--- src/rtl/prog_load_dump.sv ---
// rtl/prog_load_dump.sv - program load / run / DRAM dump sequencer
// Loads a framed image into IRAM, pulses the CPU, waits for idle, then streams DRAM out.
module prog_load_dump #(
    parameter int W_INSTR     = 16,
    parameter int IRAM_DEPTH  = 256,
    parameter int W_DATA      = 8,
    parameter int DRAM_DEPTH  = 256,
    parameter int RAM_LATENCY = 1,
    parameter int DUMP_LEN    = 256,
    parameter int TIMEOUT     = 0,
    localparam int BPW        = (W_INSTR + 7) / 8,
    localparam int W_IADDR    = $clog2(IRAM_DEPTH),
    localparam int W_DADDR    = $clog2(DRAM_DEPTH)
) (
    input  logic               clk,
    input  logic               rstn,
    input  logic               go,
    input  logic               s_valid,
    output logic               s_ready,
    input  logic [7:0]         s_data,
    output logic               m_valid,
    input  logic               m_ready,
    output logic [7:0]         m_data,
    output logic               iram_we,
    output logic [W_IADDR-1:0] iram_addr,
    output logic [W_INSTR-1:0] iram_din,
    output logic [W_DADDR-1:0] dram_addr,
    input  logic [W_DATA-1:0]  dram_dout,
    output logic               mem_own,
    output logic               start,
    input  logic               idle,
    output logic               busy,
    output logic               done,
    output logic               err_ovf,
    output logic               err_tmo
);

    typedef enum logic [3:0] {
        S_IDLE, S_HDR0, S_HDR1, S_LOAD, S_START, S_RUN, S_DWAIT, S_DOUT, S_DONE
    } state_t;

    state_t               r_state;
    state_t               w_state_next;
    logic [15:0]          r_count;
    logic [15:0]          r_word_idx;
    logic [7:0]           r_byte_idx;
    logic [8*BPW-9:0]     r_asm;
    logic                 r_iram_we;
    logic [W_IADDR-1:0]   r_iram_addr;
    logic [W_INSTR-1:0]   r_iram_din;
    logic [31:0]          r_run_cnt;
    logic [W_DADDR-1:0]   r_dram_addr;
    logic [7:0]           r_lat;
    logic [7:0]           r_mdata;
    logic                 r_m_valid;
    logic                 r_err_ovf;
    logic                 r_err_tmo;

    logic                 w_s_fire;
    logic                 w_m_fire;
    logic [15:0]          w_hdr_n;
    logic [8*BPW-1:0]     w_asm;
    logic                 w_last_byte;
    logic                 w_last_word;
    logic                 w_idle_exit;
    logic                 w_tmo_hit;
    logic                 w_lat_done;
    logic                 w_last_addr;

    assign w_s_fire    = s_valid && s_ready;
    assign w_m_fire    = r_m_valid && m_ready;
    assign w_hdr_n     = {s_data, r_count[7:0]};
    // Bytes arrive LSB first: each new byte lands on top and older ones shift down.
    assign w_asm       = {s_data, r_asm};
    assign w_last_byte = (r_byte_idx == 8'(BPW - 1));
    assign w_last_word = ((r_word_idx + 16'd1) == r_count);
    // The CPU still reports idle on the first RUN cycle, so only trust it afterwards.
    assign w_idle_exit = idle && (r_run_cnt != 32'd0);
    assign w_tmo_hit   = (TIMEOUT > 0) && (r_run_cnt == 32'(TIMEOUT - 1)) && !w_idle_exit;
    assign w_lat_done  = (r_lat == 8'(RAM_LATENCY));
    assign w_last_addr = (r_dram_addr == W_DADDR'(DUMP_LEN - 1));

    always_ff @(posedge clk or negedge rstn) begin
        if (!rstn) begin
            r_state <= S_IDLE;
        end else begin
            r_state <= w_state_next;
        end
    end

    always_comb begin
        w_state_next = r_state;
        case (r_state)
            S_IDLE:  if (go) w_state_next = S_HDR0;
            S_HDR0:  if (w_s_fire) w_state_next = S_HDR1;
            S_HDR1:  if (w_s_fire) w_state_next = (w_hdr_n == 16'd0) ? S_START : S_LOAD;
            S_LOAD:  if (w_s_fire && w_last_byte && w_last_word) w_state_next = S_START;
            S_START: w_state_next = S_RUN;
            S_RUN:   if (w_idle_exit || w_tmo_hit) w_state_next = S_DWAIT;
            S_DWAIT: if (w_lat_done) w_state_next = S_DOUT;
            S_DOUT:  if (w_m_fire) w_state_next = w_last_addr ? S_DONE : S_DWAIT;
            S_DONE:  w_state_next = S_IDLE;
            default: w_state_next = S_IDLE;
        endcase
    end

    always_ff @(posedge clk or negedge rstn) begin
        if (!rstn) begin
            r_count     <= '0;
            r_word_idx  <= '0;
            r_byte_idx  <= '0;
            r_asm       <= '0;
            r_iram_we   <= 1'b0;
            r_iram_addr <= '0;
            r_iram_din  <= '0;
            r_run_cnt   <= '0;
            r_dram_addr <= '0;
            r_lat       <= '0;
            r_mdata     <= '0;
            r_m_valid   <= 1'b0;
            r_err_ovf   <= 1'b0;
            r_err_tmo   <= 1'b0;
        end else begin
            r_iram_we <= 1'b0;
            case (r_state)
                S_IDLE: if (go) begin
                    r_err_ovf  <= 1'b0;
                    r_err_tmo  <= 1'b0;
                    r_count    <= '0;
                    r_word_idx <= '0;
                    r_byte_idx <= '0;
                end
                S_HDR0: if (w_s_fire) r_count[7:0] <= s_data;
                S_HDR1: if (w_s_fire) begin
                    r_count[15:8] <= s_data;
                    if (32'(w_hdr_n) > 32'(IRAM_DEPTH)) r_err_ovf <= 1'b1;
                end
                S_LOAD: if (w_s_fire) begin
                    r_asm <= w_asm[8*BPW-1:8];
                    if (w_last_byte) begin
                        r_byte_idx <= '0;
                        r_word_idx <= r_word_idx + 16'd1;
                        // Overflow words are swallowed; the address register is left alone.
                        if (32'(r_word_idx) < 32'(IRAM_DEPTH)) begin
                            r_iram_we   <= 1'b1;
                            r_iram_addr <= r_word_idx[W_IADDR-1:0];
                            r_iram_din  <= w_asm[W_INSTR-1:0];
                        end
                    end else begin
                        r_byte_idx <= r_byte_idx + 8'd1;
                    end
                end
                S_START: r_run_cnt <= '0;
                S_RUN: begin
                    if (r_run_cnt != '1) r_run_cnt <= r_run_cnt + 32'd1;
                    if (w_tmo_hit) r_err_tmo <= 1'b1;
                    if (w_idle_exit || w_tmo_hit) begin
                        r_dram_addr <= '0;
                        r_lat       <= '0;
                    end
                end
                S_DWAIT: begin
                    r_lat <= r_lat + 8'd1;
                    if (w_lat_done) begin
                        r_mdata   <= 8'(dram_dout);
                        r_m_valid <= 1'b1;
                    end
                end
                S_DOUT: if (w_m_fire) begin
                    r_m_valid <= 1'b0;
                    if (!w_last_addr) begin
                        r_dram_addr <= r_dram_addr + W_DADDR'(1);
                        r_lat       <= '0;
                    end
                end
                default: ;
            endcase
        end
    end

    assign s_ready   = (r_state == S_HDR0) || (r_state == S_HDR1) || (r_state == S_LOAD);
    assign m_valid   = r_m_valid;
    assign m_data    = r_mdata;
    assign iram_we   = r_iram_we;
    assign iram_addr = r_iram_addr;
    assign iram_din  = r_iram_din;
    assign dram_addr = r_dram_addr;
    // The final IRAM write lands in START, so ownership is held for that cycle too.
    assign mem_own   = (r_state == S_LOAD) || (r_state == S_DWAIT) || (r_state == S_DOUT) || r_iram_we;
    assign start     = (r_state == S_START);
    assign busy      = (r_state != S_IDLE);
    assign done      = (r_state == S_DONE);
    assign err_ovf   = r_err_ovf;
    assign err_tmo   = r_err_tmo;

endmodule

--- config.mk ---
export PLATFORM = sky130hd
export DESIGN_NAME = prog_load_dump
export DESIGN_NICKNAME = d
export VERILOG_FILES = /design/src/rtl/prog_load_dump.sv
export SDC_FILE = /design/constraint.sdc
export NUM_CORES = 1
export LEC_CHECK = 0
export ABC_AREA = 1
export BUFFER_PORTS_ARGS = -buffer_cell sky130_fd_sc_hd__buf_2
export CAP_MARGIN = 20
export CORE_ASPECT_RATIO = 0.5
export CORE_MARGIN = 1.5
export CORE_UTILIZATION = 50
export CTS_BUF_LIST = sky130_fd_sc_hd__clkbuf_16
export DETAILED_ROUTE_END_ITERATION = 10
export MAX_ROUTING_LAYER = met4
export PLACE_DENSITY = 0.76
export SLEW_MARGIN = 20
export SYNTH_ARGS = -nofsm -noshare
export SYNTH_HDL_FRONTEND = slang
export SYNTH_SLANG_ARGS = --single-unit
--- constraint.sdc ---
create_clock -name clk -period 2 [get_ports clk]
set_clock_uncertainty 0.1 [all_clocks]
set_input_delay 0.1 -clock clk [delete_from_list [all_inputs] [get_ports clk]]
set_output_delay 0.1 -clock clk [all_outputs]
set_load 0.01 [all_outputs]
==> impl_metrics.toml, run 1 <==
[setup_path]
crit_slowest_cell = "dfrtp_1"
r2r_slack_ps = -160
crit_buf_inv = 1
path_max_fanout = 5
critPathRequiredTime_ps = 2210
arrival_ps = 2370
endpoint_kind = "register"
cp_slowest_stage_delay_ps = 420
crit_chain = "ha_4 -> nand2_4 -> nor2_4 -> buf_6 -> nand4_1 -> nand2_2 -> nand2_2 -> nand2_1 -> nand2_1 -> nor2_1 -> nand3_1 -> nand2_2 -> nand2_4 -> nand2_2 -> nand2_1"
path_class = "reg -> reg"
cp_common_cell = "nand2_2"
crit_family = "simple AND/OR/NAND/NOR gates"
worstSetupStartpointType = "register"

[job]
max_cap_violations = 0

[die]
ios = 71
die_area_um2 = 15000
die_w_um = 172
start_util = 0.518
std_cell_rows = 30
die_y_um = 87.3
core_um2 = 13700

[finish]
nets = 1101
area_growth_pct = 33.9
antenna_cells = 0
fill_cells = 1033
final_util = 0.694
final_cells = 1276
drive_gt1_frac = 0.298

[power_and_ir_drop]
combPwrFrac = 0.391
sequentialPowerShare = 0.347
p_switching_mw = 4.05
switching_share = 0.376
p_int_mw = 6.73
peakVddDrop_uv = 820
clkPwrFrac = 0.262
power.leakage_nw = 4.53
powerDensity_nw_per_um2 = 1130

[synthesis]
synthFlopType = "dfrtp_1"
synth_fp_nets = 918
synth_edf_count = 0
ys_ff_latch = 135
synth.yosys.warnings = 0
synth_area_per_cell_um2 = 7.99
syn_inst = 888
seq_area_frac_synth = 0.476
synth.cell_area_um2 = 7100
async_flop_share = 1.00
synth_cell_type_count = 44

[drt]
drt-vias-per-instance = 5.43
vias = 6931
dr.pass1.iters = 5
drt_wl_total_um = 19600
wl_per_cell_um = 15.3
ant_nets = 0
drc = 0
drt_iter0_drc = 551

[clocking]
cts_sinks = 135
cts_root_buffer = "clkbuf_16"
cts.reportedPaths.clkPinSlew_ps = 60
htreeDepth = 4
cts_tree = "yes"
cts_buffers = 17
clockBufferDepth = 2
clkLatencyLatePin_ps = 420

[sta]
fin_hold_ws_ps = 30.3
fin_crit_ps = 2160
setup_viol = 21
fmax_mhz = 464
hold_viol = 0
slew_viol_final = 0
setup_slack_ps = -155
fin_crit_sh = 1.08
rsz0062_at_grt = "yes"

[global_route]
grt_max_degree = 48
grt_pass1_wl_um = 29900
first_global_vias = 6373
antenna_found_initial = 0
overflow = 0
track_usage = 0.265

[placement]
place_ws_ps = -117
gp_congestion = 0.961
place_inst = 1199
io_buffers = 69
dp_hpwl_um = 12900

[outcome]
outcome = "finished with violations"
failed_checks = "negative setup slack"

[min_path]
hold_path_class = "in -> reg"
-- sequential cells by signal (all words and copies together), names as in the netlist --
| name | flops |
|---|---|
| err_ovf | 1 |
| r_asm | 8 |
| dram_addr | 8 |
| r_word_idx | 16 |
| m_valid | 1 |
| iram_we | 1 |
| r_byte_idx | 8 |
| r_count | 16 |
| r_lat | 8 |
| r_run_cnt | 32 |
| m_data | 8 |
| iram_din | 16 |
| iram_addr | 8 |
| r_state | 4 |
-- cell usage after synthesis (2+ instances only) --
library cell	instances	area, um^2
a211oi_1	2	15.0
a21oi_1	25	125
a22oi_1	5	37.5
buf_2	4	20.0
buf_4	4	30.0
clkbuf_1	5	18.8
dfrtp_1	135	3380
ha_1	8	100
inv_1	111	417
inv_2	9	33.8
mux2_2	8	90.1
nand2_1	215	807
nand2_2	10	62.6
nand2_4	2	22.5
nand3_1	56	280
nand4_1	29	181
nor2_1	66	248
nor2_2	6	37.5
nor2_4	8	90.1
nor3_1	31	155
nor4_1	6	37.5
o21a_1	5	37.5
o21ai_0	53	265
o21ai_1	15	75.1
o22ai_1	36	225
o31ai_1	2	15.0
or2_2	2	12.5
xnor2_1	2	17.5
xor2_1	13	114
-- routing by layer --
| metal | wire, um | vias to the layer above | global-route usage |
|---|---|---|---|
| li1 | - | 3316 | - |
| met4 | 325 | 0 | 0.0718 |
| met1 | 8340 | 3311 | 0.334 |
| met2 | 9770 | 258 | 0.434 |
| met3 | 1130 | 46 | 0.0577 |
| met5 | 0 | - | - |
-- path summary, 6_finish.rpt --
| kind | startpoint | endpoint | cells after the start |
|---|---|---|---|
| worst min-delay path | s_data[5] | r_count[5] | 4 |
| worst max-delay path | r_word_idx[0] | r_state[2] | 15 |
| min in group asynchronous | rstn | r_run_cnt[29] | 2 |
| worst min register to register | r_asm[3] | iram_din[3] | 2 |
| max in group asynchronous | rstn | r_run_cnt[17] | 3 |
| worst max register to register | r_word_idx[0] | r_state[2] | 15 |
-- cell type report --
class | instances | area (um^2) | area share
clock buffer | 17 | 425 | 0.0447
clock inverter | 15 | 100 | 0.0105
inverter | 121 | 458 | 0.0482
multi-input combinational | 619 | 3610 | 0.380
sequential | 135 | 3380 | 0.356
tap | 192 | 240 | 0.0253
timing repair buffer | 177 | 1290 | 0.136
-- layout by cell type (no fill, tap or decap), drive strengths merged, types with 2 or more instances in the layout --
| cell | netlist | routed |
|---|---|---|
| a211oi | 2 | 2 |
| a21oi | 25 | 25 |
| a22oi | 5 | 5 |
| buf | 9 | 160 |
| clkbuf | 5 | 17 |
| clkinv | 1 | 6 |
| clkinvlp | 0 | 4 |
| dfrtp | 135 | 135 |
| dlygate4sd3 | 0 | 17 |
| ha | 8 | 8 |
| inv | 120 | 125 |
| mux2 | 8 | 8 |
| nand2 | 227 | 228 |
| nand3 | 56 | 56 |
| nand4 | 29 | 29 |
| nor2 | 81 | 81 |
| nor3 | 31 | 31 |
| nor4 | 7 | 7 |
| o21a | 5 | 5 |
| o21ai | 69 | 69 |
| o22ai | 36 | 36 |
| o31ai | 2 | 2 |
| or2 | 2 | 2 |
| xnor2 | 2 | 2 |
| xor2 | 13 | 13 |
-- worst min-delay path: stages --
cell and delay (ps):
buf_2 100, inv_1 80, buf_4 150, o22ai_1 70
-- cells by family after synthesis --
family                     count (synthesis)  share of synthesized area
AOI/OAI and AO/OA                        148                      0.118
xor gates and xnor gates                  16                     0.0219
adders and majority gates                  8                     0.0141
buffers and inverters                    135                     0.0742
DFF                                      135                      0.476
muxes                                      8                     0.0127
other                                      1                   0.000528
and+or+nand+nor                          437                      0.283
-- power groups by stage --
stage / combinational, mW / clock, mW / sequential (mW)
after floorplan: 2.17 / 0 / 3.79
after global placement: 3.52 / 0 / 3.71
after detailed placement: 3.61 / 0 / 3.72
after CTS: 3.71 / 2.85 / 3.69
after global routing: 4.59 / 2.97 / 3.80
final: 4.22 / 2.82 / 3.74
-- per-stage QoR --
stage	area [um^2]	total power, mW	setup TNS (ps)
floorplan	7100	5.96	0
global placement	8140	7.23	-541
detailed placement	8140	7.33	-1080
CTS	8920	10.2	-166
global route	9510	11.4	-4570
finish	9510	10.8	-1130
-- repair_timing --
action                                  in CTS  in global routing
cloned                                       0                  1
hold buffers                                17                  0
endpoints found under the hold margin      165                  0
setup buffers                                8                 19
endpoints found under the setup margin      22                103
resized for setup                           11                125
pin swaps                                    4                 38
No activity file was read; power rests on OpenSTA's default activity.
==> run 2, diff against run 1 <==
- clock period: 2 -> 2.25 ns (I/O delays scaled with it)
==> impl_metrics.toml, run 2 (synthesis results as in run 1) <==
[min_path]
hold_path_class = "in -> async"

[global_route]
antenna_found_initial = 0
grt_max_degree = 56
first_global_vias = 5925
grt_pass1_wl_um = 27600
track_usage = 0.244
overflow = 0

[die]
die_area_um2 = 15000
std_cell_rows = 30
start_util = 0.518
ios = 71
die_y_um = 87.3
die_w_um = 172
core_um2 = 13700

[placement]
dp_hpwl_um = 12200
gp_congestion = 0.888
place_inst = 1151
io_buffers = 69
placed_cell_area_um2 = 7750

[power_and_ir_drop]
sequentialPowerShare = 0.366
power.leakage_nw = 4.06
p_switching_mw = 3.33
p_int_mw = 5.66
powerDensity_nw_per_um2 = 1050
peakVddDrop_uv = 610
clkPwrFrac = 0.290
switching_share = 0.370
combPwrFrac = 0.343

[sta]
tightestPinTransition_ps = 506
slew_viol_final = 0
hold_viol = 0
setup_viol = 0
fin_crit_sh = 0.933
slew_headroom = 0.663
fin_crit_ps = 2100
fmax_mhz = 476

[setup_path]
worstSetupStartpointType = "register"
rr_startpoint = "r_word_idx[0]"
reg2reg_depth = 13
reg2reg_to = "r_state[0]"
path_class = "reg -> reg"
path_max_fanout = 4
endpoint_kind = "register"
arrival_ps = 2310
r2r_slack_ps = 150
critPathRequiredTime_ps = 2460

[clocking]
cts.reportedPaths.clkPinSlew_ps = 60
cts_sinks = 135
clkLatencyLatePin_ps = 420
cts_tree = "yes"
cts_buffers = 17
clockBufferDepth = 2
cts_root_buffer = "clkbuf_16"
htreeDepth = 4

[drt]
drt_iter0_drc = 527
ant_nets = 0
vias = 6453
drt_wl_total_um = 17200
dr.pass1.iters = 5
drc = 0
drt-vias-per-instance = 5.35
wl_per_cell_um = 14.3

[finish]
final_cell_mix = "214 x nand2_1, 135 x dfrtp_1, 114 x inv_1, 68 x buf_2, 58 x nor2_1"
nets = 1032
fill_cells = 1153
area_growth_pct = 21.2
regMostFlops = "r_run_cnt"
largest_register_ffs = 32
final_area_um2 = 8600
antenna_cells = 0
final_cells = 1207
drive_gt1_frac = 0.177
final_util = 0.628
layout_commonest_cell = "nand2_1"
regArea_um2 = 3380
multiInputGateArea_um2 = 3280

[job]
max_cap_violations = 0

[outcome]
outcome = "finished, final reports clean"
[run 2: area by class of cell]
class	count	share of cell area
Clock inverter	15	0.0141
Inverter	121	0.0528
Timing Repair Buffer	108	0.0816
Sequential cell	135	0.393
Multi-Input combinational cell	619	0.381
Tap cell	192	0.0279
Clock buffer	17	0.0495
[run 2: power groups by stage]
stage / logic (mW) / clock network (mW) / registers (mW)
2_1_floorplan: 1.92 / 0 / 3.37
3_3_place_gp: 2.84 / 0 / 3.31
3_5_place_dp: 2.92 / 0 / 3.32
4_1_cts: 2.97 / 2.65 / 3.29
5_1_grt: 3.41 / 2.75 / 3.35
6_report: 3.09 / 2.61 / 3.29
[run 2: metal layers]
metal | GRT usage | wire length, um | share of wire
met3 | 0.0504 | 827 | 0.048
met1 | 0.317 | 8020 | 0.47
met5 | - | 0 | 0
met2 | 0.394 | 8200 | 0.48
met4 | 0.0582 | 166 | 0.0096
[run 2: what timing repair did]
action | 4_1_cts | 5_1_grt
endpoints found under the hold margin | 124 | 0
buffers inserted | 0 | 5
hold buffers | 18 | 0
setup endpoints to repair | 0 | 19
gates resized for setup | 0 | 25
[run 2: worst max-delay path: stages (launching register included)]
cell	delay [ps]
dfrtp_1	390
ha_1	240
nand3_2	140
o21ai_2	150
and2_1	170
nor2_1	50
nor2_1	110
nand2_1	70
nor2_2	140
nand3_2	110
nand2_2	110
nand2_2	80
nand2_1	80
nand2_1	50
[run 2: worst max-delay path by stage]
stage	startpoint	end
6_report	r_word_idx[0]	r_state[0]
5_1_grt	r_run_cnt[0]	r_run_cnt[30]
4_1_cts	r_word_idx[0]	r_state[0]
3_5_place_dp	r_word_idx[0]	r_state[0]
3_3_place_gp	r_word_idx[0]	r_state[0]
2_1_floorplan	r_run_cnt[0]	r_run_cnt[25]
[run 2: per-stage QoR]
step / TNS (ps) / setup WS (ps) / hold WS, ps / total power [mW]
after floorplan: 0 / 410 / -283 / 5.30
after global placement: 0 / 173 / -7.21 / 6.15
after detailed placement: 0 / 66.2 / -3.14 / 6.24
after CTS: 0 / 24.1 / 108 / 8.90
after global routing: -50.0 / -50.0 / 150 / 9.50
final: 0 / 150 / 109 / 8.99
